### config.mk
export PLATFORM = sky130hd
export DESIGN_NAME = int_ctrl
export DESIGN_NICKNAME = d
export VERILOG_FILES = /design/src/rtl/int_ctrl_pkg.sv /design/src/rtl/int_ctrl_irq_edge_latch.sv /design/src/rtl/int_ctrl.sv
export SDC_FILE = /design/constraint.sdc
export NUM_CORES = 1
export LEC_CHECK = 0
export CELL_PAD_IN_SITES_DETAIL_PLACEMENT = 1
export CELL_PAD_IN_SITES_GLOBAL_PLACEMENT = 1
export CORE_ASPECT_RATIO = 1.5
export CORE_MARGIN = 4
export CORE_UTILIZATION = 23
export CTS_BUF_LIST = sky130_fd_sc_hd__clkbuf_16
export DETAILED_ROUTE_END_ITERATION = 8
export PLACE_DENSITY = 0.82
export SLEW_MARGIN = 0
export SYNTH_ARGS = -nofsm -noshare
export SYNTH_HDL_FRONTEND = slang
export SYNTH_SLANG_ARGS = --single-unit
### constraint.sdc
create_clock -name clk -period 1.4 [get_ports clk]
set_clock_uncertainty 0.05 [all_clocks]
set_input_delay 0.14 -clock clk [delete_from_list [all_inputs] [get_ports clk]]
set_output_delay 0.14 -clock clk [all_outputs]
set_load 0.1 [all_outputs]
### src/rtl/int_ctrl_pkg.sv
// -----------------------------------------------------------------------------
// int_ctrl_pkg
// Shared definitions for the interrupt controller: source count, default
// handler vectors, the FSM state encoding, and small helpers for source
// selection and one-hot conversion.
// -----------------------------------------------------------------------------
package int_ctrl_pkg;

  localparam int NUM_IRQ = 3;

  localparam logic [31:0] DEF_VEC0 = 32'h0000_3000;
  localparam logic [31:0] DEF_VEC1 = 32'h0000_3100;
  localparam logic [31:0] DEF_VEC2 = 32'h0000_3200;

  typedef enum logic [1:0] {
    IDLE    = 2'd0,
    SAVE    = 2'd1,
    SERVICE = 2'd2
  } state_t;

  // Fixed priority: source 2 wins, source 0 loses. Caller guarantees at
  // least one eligible bit when the result is used.
  function automatic logic [1:0] pick_src(input logic [NUM_IRQ-1:0] elig);
    logic [1:0] s;
    s = 2'd0;
    if (elig[2])      s = 2'd2;
    else if (elig[1]) s = 2'd1;
    return s;
  endfunction

  function automatic logic [NUM_IRQ-1:0] src_onehot(input logic [1:0] s);
    logic [NUM_IRQ-1:0] oh;
    case (s)
      2'd0:    oh = 3'b001;
      2'd1:    oh = 3'b010;
      2'd2:    oh = 3'b100;
      default: oh = 3'b000;
    endcase
    return oh;
  endfunction

endpackage

### src/rtl/int_ctrl_irq_edge_latch.sv
// -----------------------------------------------------------------------------
// irq_edge_latch
// Samples the raw request lines every cycle and latches a pending bit on each
// 0->1 transition. A pending bit stays set until explicitly cleared; a new
// rising edge arriving in the same cycle as its clear keeps the bit set.
//
// Ports
//   clk        : clock, rising edge
//   clr        : synchronous active-high reset (sample reg and pending -> 0)
//   irq_i      : raw request lines
//   clear_i    : one-hot clear of pending bits (from the take logic)
//   pending_o  : latched, not-yet-taken requests
// -----------------------------------------------------------------------------
module irq_edge_latch
  import int_ctrl_pkg::*;
(
  input  logic               clk,
  input  logic               clr,
  input  logic [NUM_IRQ-1:0] irq_i,
  input  logic [NUM_IRQ-1:0] clear_i,
  output logic [NUM_IRQ-1:0] pending_o
);

  logic [NUM_IRQ-1:0] irq_q;
  logic [NUM_IRQ-1:0] pending_q;
  logic [NUM_IRQ-1:0] pending_d;
  logic [NUM_IRQ-1:0] rise;

  // Because irq_q resets to 0, a line held high through reset shows up as
  // one rising edge right after reset releases.
  assign rise = irq_i & ~irq_q;

  // Clear first, then OR in new edges so a coinciding edge wins.
  assign pending_d = (pending_q & ~clear_i) | rise;

  // NOTE: sequential state uses non-blocking assignments so every register
  // samples the pre-edge values of the others, regardless of statement order.
  always_ff @(posedge clk) begin
    if (clr) begin
      irq_q     <= '0;
      pending_q <= '0;
    end else begin
      irq_q     <= irq_i;
      pending_q <= pending_d;
    end
  end

  assign pending_o = pending_q;

endmodule

### src/rtl/int_ctrl.sv
// -----------------------------------------------------------------------------
// int_ctrl
// Three-source, non-nesting interrupt controller. Rising edges on irq_in are
// latched as pending; the highest-priority unmasked pending source is taken
// when globally enabled and the pipeline is not stalled. Taking an interrupt
// spends one SAVE cycle (EPC write + PC redirect), then stays in SERVICE until
// ERET.
//
// Ports
//   clk        : clock, rising edge
//   clr        : synchronous active-high reset
//   irq_in     : raw interrupt request lines (rising-edge significant)
//   mask_in    : per-source mask, 1 blocks the source
//   ie_in      : global interrupt enable
//   stall      : pipeline stalled, no take while high
//   pc_cur     : resume PC at the take point
//   eret       : ERET decoded this cycle
//   EPC_WE     : EPC write strobe (SAVE only)
//   EPC_in     : value written to EPC, holds last captured PC
//   int_take   : PC redirect to int_vector (SAVE only)
//   int_vector : handler address, holds last value
//   in_service : handler executing
//   pending    : latched, not-yet-taken requests
// -----------------------------------------------------------------------------
module int_ctrl
  import int_ctrl_pkg::*;
#(
  parameter logic [31:0] VEC0 = DEF_VEC0,
  parameter logic [31:0] VEC1 = DEF_VEC1,
  parameter logic [31:0] VEC2 = DEF_VEC2
) (
  input  logic        clk,
  input  logic        clr,
  input  logic [2:0]  irq_in,
  input  logic [2:0]  mask_in,
  input  logic        ie_in,
  input  logic        stall,
  input  logic [31:0] pc_cur,
  input  logic        eret,
  output logic        EPC_WE,
  output logic [31:0] EPC_in,
  output logic        int_take,
  output logic [31:0] int_vector,
  output logic        in_service,
  output logic [2:0]  pending
);

  state_t             state_q, state_d;
  logic [1:0]         src_q, src_d;
  logic [31:0]        epc_q, epc_d;
  logic [31:0]        vec_q, vec_d;
  logic [NUM_IRQ-1:0] pend;
  logic [NUM_IRQ-1:0] eligible;
  logic [NUM_IRQ-1:0] clear_vec;
  logic [1:0]         sel;

  function automatic logic [31:0] vec_of(input logic [1:0] s);
    logic [31:0] v;
    case (s)
      2'd1:    v = VEC1;
      2'd2:    v = VEC2;
      default: v = VEC0;
    endcase
    return v;
  endfunction

  irq_edge_latch u_latch (
    .clk       (clk),
    .clr       (clr),
    .irq_i     (irq_in),
    .clear_i   (clear_vec),
    .pending_o (pend)
  );

  assign eligible = pend & ~mask_in;
  assign sel      = pick_src(eligible);

  // NOTE: every signal driven here gets a default before the case, so no
  // path leaves it unassigned and no latch is inferred.
  always_comb begin
    state_d   = state_q;
    src_d     = src_q;
    epc_d     = epc_q;
    vec_d     = vec_q;
    clear_vec = '0;
    case (state_q)
      IDLE: begin
        // PC and vector are captured on entry to SAVE so they are stable for
        // the whole SAVE cycle and hold afterwards.
        if ((|eligible) && ie_in && !stall) begin
          state_d = SAVE;
          src_d   = sel;
          epc_d   = pc_cur;
          vec_d   = vec_of(sel);
        end
      end
      SAVE: begin
        clear_vec = src_onehot(src_q);
        state_d   = SERVICE;
      end
      SERVICE: begin
        // No nesting: pending keeps latching, but nothing is taken here.
        if (eret) state_d = IDLE;
      end
      default: state_d = IDLE;
    endcase
  end

  always_ff @(posedge clk) begin
    if (clr) begin
      state_q <= IDLE;
      src_q   <= 2'd0;
      epc_q   <= 32'd0;
      vec_q   <= 32'd0;
    end else begin
      state_q <= state_d;
      src_q   <= src_d;
      epc_q   <= epc_d;
      vec_q   <= vec_d;
    end
  end

  // Strobes decode straight from the state register, so a reset during SAVE
  // drops them in the very next cycle.
  assign EPC_WE     = (state_q == SAVE);
  assign int_take   = (state_q == SAVE);
  assign in_service = (state_q == SERVICE);
  assign EPC_in     = epc_q;
  assign int_vector = vec_q;
  assign pending    = pend;

endmodule

==> implementation parameters, run 1 <==
Parameter                              Value

Outcome
  Status ... complete, but fails checks
  Violations in the final reports ... negative setup slack

Die
  Initial Utilization ... a little under a quarter
  Core Area ... approximately 0.0077 mm²
  Die Outline Area ... between 0.009 and 0.01 mm²
  DIE WIDTH ... around 81 µm
  I/O Pins ... ~110
  Site Rows ... 39
  Die outline height ... 118 µm

Setup path
  Sort of element at the start of the critical path ... flop
  Worst-path fanout max ... 17
  Data arrival at the endpoint of the critical path ... about 1.6 ns
  Critical path class ... reg -> reg
  Number of cells traversed by the worst register-to-register path ... 6
  Setup crit end kind ... flop
  Critical Path RT ... between 1.5 and 2 ns

Global route
  Via count of the first global-routing pass ... between 1500 and 2000
  Fraction of met1 tracks used by global routing ... approximately 12%
  Met3 layer usage reported by global route ... 3.52%
  GR peak layer ... met2
  Overall global routing resource usage ... roughly 12%
  Global-route met2 utilization ... a little under a quarter
  Maximum number of pins on one net before global-route repair ... 45
  Antenna violations before repair ... 0
  Wire length of the first global-routing pass ... 9.10 mm
  GR Overflow Total ... 0

Placed design
  RD Place Congestion ... approximately 0.74
  Number of buffers added on ports ... 84
  Placement Cell Area ... 0.00324 mm²
  Worst slack after detailed placement ... -0.262 ns
  HPWL after detailed placement ... approximately 4.4 mm

STA
  Share of the cycle needed by the critical path after routing ... 101%
  Total count of max-transition violations in the final report ... 0
  # setup viols final ... 4
  Highest Clock Rate ... a little over 700 MHz
  RSZ-0062 raised after global routing ... yes
  Hold Violations, Final ... 0
  Least setup slack across all paths after layout ... -0.0192 ns
  Minimum clock period ... 1.42 ns

Synth
  Warning count from the yosys run ... 0
  Post-synth EDFFs ... 0
  Cell count after synthesis ... 220
  Netlist area before placement ... between 0.0015 and 0.002 mm²
  Async SR Flop Fraction ... 0%
  Main flop type after synthesis ... sky130_fd_sc_hd__dfxtp_1
  Seq/Total Area, Yosys ... between 40% and 50%
  Post-synthesis area per instance ... around 8.4 µm²
  Number of unique standard cell types used by synthesis ... 19
  Number of flip-flops and latches in the synthesized netlist ... between 40 and 50

Power
  Static leakage ... approximately 1.3 nW
  Power density over the cells ... roughly 1100 mW/mm²
  Largest voltage drop on the vdd net ... 0.443 mV

Final layout
  Most used cells in the layout excluding fill and tap cells ... sky130_fd_sc_hd__nand2_1, sky130_fd_sc_hd__buf_12, sky130_fd_sc_hd__clkdlybuf4s50_1
  Post-route design area ... roughly 0.0034 mm²
  Fillcell total ... about 890
  Fin nets ... 350
  Proportion of layout cells with a drive suffix above 1 ... 30.8%
  Antenna diode count ... 0
  Synthesis-to-layout area growth ... 85.9%
  Most common library cell in the layout ignoring fill and taps ... sky130_fd_sc_hd__nand2_1

Hold path
  Worst min-delay path class ... in -> reg
  Hold depth ... 3

Clock network
  Maximum number of buffers from clock root to sink ... 2
  Clock Sinks ... 44
  Clock insertion delay at the later pin of the skew report ... 0.28 ns
  Number of levels the H-tree was split into ... 2
  Number of CTS-inserted buffers ... 5
  Clk Tree Root Cell ... sky130_fd_sc_hd__clkbuf_16
  TritonCTS clock tree ... done
  Clock transition at the register clock pins on the worst setup and hold paths after CTS ... 0.06 ns

Routing
  1st-pass router iterations ... 4
  Final WL ... 5.61 mm
  Final routed wire length divided by cell count ... between 10 and 15 µm
  Final ANT Viol Nets ... 0
  Via density ... slightly above 4
  Residual DRC ... 0
  Number of DRC violations after detailed-routing iteration 0 ... 20
  Vias after detailed routing ... about 1700

Run
  Number of max-capacitance violations reported ... 0
cells by family after synthesis:
logic type | Yosys count | share of synthesized area, %
flip-flops | 44 | 47.6
other | 1 | 0.203
buffers and inverters | 43 | 16.4
AND/OR/NAND/NOR | 87 | 20.8
AO/OA/AOI/OAI | 45 | 14.9
timing repair:
action / CTS / global route
setup endpoints to repair: 32 / 34
pin swaps: 9 / 0
resized for setup: 3 / 2
hold buffers: 0 / 0
buffers inserted: 2 / 1
cell type report:
type	count	area, µm²	area share, %
Clock inverter	3	38.8	1.13
Tap cell	102	128	3.71
Clock buffer	5	125	3.64
Multi-Input combinational cell	160	842	24.5
Timing Repair Buffer	95	1400	40.8
Sequential cell	44	896	26.1
Inverter	1	7.51	0.218
path summary, 6_finish.rpt:
check / end / slack, ns / startpoint
worst max-delay path: EPC_in[18] / -0.02 / state_q[1]
worst min-delay path: EPC_in[20] / 0.24 / clr
worst max register to register: EPC_in[18] / -0.02 / state_q[1]
worst min register to register: u_latch.pending_o[2] / 0.43 / u_latch.irq_q[2]
flip-flops by register name (all words and copies together), names as in the netlist:
signal             cells
state_q                2
u_latch.irq_q          3
src_q                  1
u_latch.pending_o      3
int_vector             3
EPC_in                32
power breakdown:
| group | internal, W | switching [W] |
|---|---|---|
| clock network | 0.000832 | 0.000467 |
| logic | 0.000359 | 0.000808 |
| registers | 0.00130 | 0.0000505 |
| total | 0.00249 | 0.00133 |
synthesized netlist by cell type, types with 3 or more instances:
master,number,area [µm²]
sky130_fd_sc_hd__buf_6,3,33.8
sky130_fd_sc_hd__nor2_1,3,11.3
sky130_fd_sc_hd__buf_4,31,233
sky130_fd_sc_hd__dfxtp_1,44,881
sky130_fd_sc_hd__o21ai_0,3,15.0
sky130_fd_sc_hd__nor2b_1,7,43.8
sky130_fd_sc_hd__a21oi_2,5,43.8
sky130_fd_sc_hd__buf_2,3,15.0
sky130_fd_sc_hd__clkbuf_1,5,18.8
sky130_fd_sc_hd__a21oi_1,34,170
sky130_fd_sc_hd__nand2b_1,7,43.8
sky130_fd_sc_hd__nand2_1,68,255
through the flow:
| stage | hold WS (ns) | instances | TNS (ns) | util, % | total power [W] |
|---|---|---|---|---|---|
| final | 0.240 | 410 | -0.0615 | 44.6 | 0.00382 |
| after global routing | 0.251 | 410 | -2.73 | 44.6 | 0.00396 |
| after CTS | 0.234 | 409 | -0.278 | 44.4 | 0.00387 |
| after detailed placement | 0.422 | 399 | -7.80 | 42.0 | 0.00254 |
| after global placement | 0.424 | 399 | -6.85 | 42.0 | 0.00253 |
| after floorplan | 0.218 | 247 | -2.03 | - | 0.00222 |
worst max-delay path: stages, from the launching register on:
cell,delay (ns)
sky130_fd_sc_hd__dfxtp_2,0.34
sky130_fd_sc_hd__nor4b_4,0.25
sky130_fd_sc_hd__buf_4,0.17
sky130_fd_sc_hd__o31a_4,0.17
sky130_fd_sc_hd__buf_12,0.15
sky130_fd_sc_hd__nand2_1,0.08
sky130_fd_sc_hd__a21oi_2,0.14
routing by layer:
metal,wire length (µm),up-vias
li1,-,814
met3,401,8
met2,3330,72
met5,0,-
met1,1790,783
met4,91,0
Note: power is estimated with default switching activity, not from simulation.
==> run 2, diff against run 1 <==
CORE_UTILIZATION = 25   (was 23)
PLACE_DENSITY = 0.85   (was 0.82)
clock period = 1.5 ns   (was 1.4 ns; I/O delays follow)
==> implementation parameters, run 2 (synthesis results as in run 1) <==
Parameter                              Value

Setup path
  Register-to-register setup slack ... 0.05 ns (+0.07 ns)
  Cell with the largest stage delay on the worst path ... sky130_fd_sc_hd__dfxtp_4
  Critical path class ... reg -> reg
  Endpoint of the worst register-to-register path ... EPC_in[0]
  Critical Path RT ... 1.66 ns (+0.10 ns)
  Worst R2R Start ... state_q[0]
  Number of cells traversed by the worst register-to-register path ... 6 (unchanged)
  Cell family with most CP delay ... flip-flops
  Critical-path cell list ... nor4b_4 -> buf_4 -> o31a_4 -> clkbuf_16 -> nand2_2 -> a21oi_2
  Data arrival at the endpoint of the critical path ... 1.62 ns (+0.04 ns)
  Buf/Inv on CP ... 2 (unchanged)
  Setup crit end kind ... flop
  Worst-path fanout max ... 8 (-9)
  Sort of element at the start of the critical path ... flop
  Stage delay of the slowest cell on the critical path ... 0.37 ns (+0.03 ns)

STA
  Hold Violations, Final ... 0 (unchanged)
  RSZ-0062 raised after global routing ... yes
  Least setup slack across all paths after layout ... 0.0479 ns (+0.0670 ns)
  Share of the cycle needed by the critical path after routing ... 96.8% (-4.6 points)
  Post-Route Hold Slack ... 0.242 ns (+0.00221 ns)
  Total count of max-transition violations in the final report ... 0 (unchanged)
  Minimum clock period ... 1.45 ns (+0.0330 ns)
  # setup viols final ... 0 (-4)
  Highest Clock Rate ... 689 MHz (-2.3%)

Global route
  Wire length of the first global-routing pass ... 8.94 mm (-1.7%)
  Maximum number of pins on one net before global-route repair ... 27 (-40%)
  Overall global routing resource usage ... 13.0% (+0.87 points)
  GR Overflow Total ... 0 (unchanged)
  Antenna violations before repair ... 0 (unchanged)
  Via count of the first global-routing pass ... 1832 (+3.2%)

Die
  DIE WIDTH ... 78.2 µm (-3.7%)
  I/O Pins ... 113 (unchanged)
  Die Outline Area ... 0.00887 mm² (-7.3%)
  Core Area ... 0.00723 mm² (-6.3%)
  Site Rows ... 38 (-2.6%)
  Die outline height ... 113 µm (-3.8%)
  Initial Utilization ... 25.6% (+1.6 points)

Power
  Switching power share of the total ... 36.5% (+1.7 points)
  Net Sw Power ... 0.00124 W (-6.5%)
  Cell-internal power ... 0.00216 W (-13%)
  Portion of total power attributed to the clock network ... 30.4% (-3.6 points)
  Share of power burned in combinational logic ... 32.6% (+2.0 points)
  Largest voltage drop on the vdd net ... 0.564 mV (+27%)
  Post-layout power ... 0.00340 W (-11%)
  Power density over the cells ... 981 mW/mm² (-12%)
  Static leakage ... 1.28 nW (-0.52%)
  Seq pwr share ... 37.1% (+1.7 points)

Hold path
  Hold worst-path end ... EPC_in[9]
  Hold depth ... 2 (-1)
  Hold_sp ... clr
  Worst min-delay path class ... in -> reg

Final layout
  Max reg flops ... 32 (unchanged)
  Most used cells in the layout excluding fill and tap cells ... sky130_fd_sc_hd__nand2_1, sky130_fd_sc_hd__buf_12, sky130_fd_sc_hd__clkdlybuf4s50_1
  Proportion of layout cells with a drive suffix above 1 ... 34.7% (+3.9 points)
  Fin nets ... 350 (unchanged)
  Antenna diode count ... 0 (unchanged)
  Synthesis-to-layout area growth ... 87.5%
  Most common library cell in the layout ignoring fill and taps ... sky130_fd_sc_hd__nand2_1
  Utilization after layout ... 48.0% (+3.4 points)

Clock network
  Clock insertion delay at the later pin of the skew report ... 0.28 ns (about the same)
  TritonCTS clock tree ... done
  Number of CTS-inserted buffers ... 5 (unchanged)
  Maximum number of buffers from clock root to sink ... 2 (unchanged)
  Clock transition at the register clock pins on the worst setup and hold paths after CTS ... 0.06 ns (about the same)
  Clk Tree Root Cell ... sky130_fd_sc_hd__clkbuf_16
  Clock Sinks ... 44 (unchanged)
  Number of levels the H-tree was split into ... 2 (unchanged)

Placed design
  Worst slack after detailed placement ... -0.196 ns (+0.0658 ns)
  HPWL after detailed placement ... 4.46 mm (+1.9%)
  Number of buffers added on ports ... 84 (unchanged)
  RD Place Congestion ... 0.716 (-2.9%)

Outcome
  Status ... complete, no violations

Routing
  Residual DRC ... 0 (unchanged)
  1st-pass router iterations ... 4 (unchanged)
  Number of DRC violations after detailed-routing iteration 0 ... 31 (+55%)
  Vias after detailed routing ... 1705 (+1.7%)
  Final routed wire length divided by cell count ... 14.2 µm (+3.7%)
  Final ANT Viol Nets ... 0 (unchanged)
  Final WL ... 5.79 mm (+3.2%)
  Via density ... 4.18 (+2.2%)

Run
  Number of max-capacitance violations reported ... 0 (unchanged)
run 2: timing repair:
item / CTS / global route
endpoints found under the hold margin: 0 / 0
cloned: 0 / 1
buffers inserted: 0 / 1
endpoints found under the setup margin: 3 / 16
pin swaps: 0 / 4
resized for setup: 1 / 28
hold buffers: 0 / 0
run 2: area by class of cell:
| cell class | instances | area, µm² |
|---|---|---|
| clock buffer | 5 | 125 |
| clock inverter | 3 | 13.8 |
| fill | 813 | 3760 |
| inverter | 1 | 7.51 |
| multi-input combinational | 160 | 875 |
| sequential | 44 | 898 |
| tap | 100 | 125 |
| timing repair buffer | 95 | 1420 |
run 2: worst reg2reg max path: stages, from the launching register on:
cell and delay [ns]:
sky130_fd_sc_hd__dfxtp_4 0.37, sky130_fd_sc_hd__nor4b_4 0.24, sky130_fd_sc_hd__buf_4 0.17, sky130_fd_sc_hd__o31a_4 0.20, sky130_fd_sc_hd__clkbuf_16 0.18, sky130_fd_sc_hd__nand2_2 0.06, sky130_fd_sc_hd__a21oi_2 0.12
run 2: stage by stage:
step / cell area [µm²] / setup TNS, ns / instances
6_report: 3470 / 0 / 408
3_3_place_gp: 3210 / -3.36 / 398
3_5_place_dp: 3210 / -4.89 / 398
5_1_grt: 3470 / -0.328 / 408
2_1_floorplan: 2030 / -0.0737 / 247
4_1_cts: 3350 / 0 / 406
run 2: worst max-delay path by stage:
stage,endpoint,slack [ns],cells after the start,startpoint
final,EPC_in[0],0.05,6,state_q[0]
after global routing,EPC_in[10],-0.04,6,state_q[0]
after CTS,EPC_in[18],0.02,6,state_q[0]
after detailed placement,EPC_in[18],-0.20,6,mask_in[0]
after global placement,EPC_in[31],-0.12,6,mask_in[0]
after floorplan,state_q[1],-0.07,3,state_q[1]
run 2: layer usage:
| metal | global-route usage [%] | share of wire, % | up-vias |
|---|---|---|---|
| li1 | - | - | 818 |
| met1 | 12.5 | 35 | 807 |
| met2 | 25.3 | 56 | 72 |
| met3 | 4.22 | 6.6 | 8 |
| met4 | 4.20 | 1.9 | 0 |
| met5 | 0 | 0 | - |
run 2: power by group through the flow:
stage          clock [W]  combinational (W)  sequential (W)
2_1_floorplan          0           0.000529         0.00153
3_3_place_gp           0            0.00107         0.00129
3_5_place_dp           0            0.00108         0.00129
4_1_cts          0.00107            0.00108         0.00126
5_1_grt          0.00112            0.00114         0.00127
6_report         0.00103            0.00111         0.00126
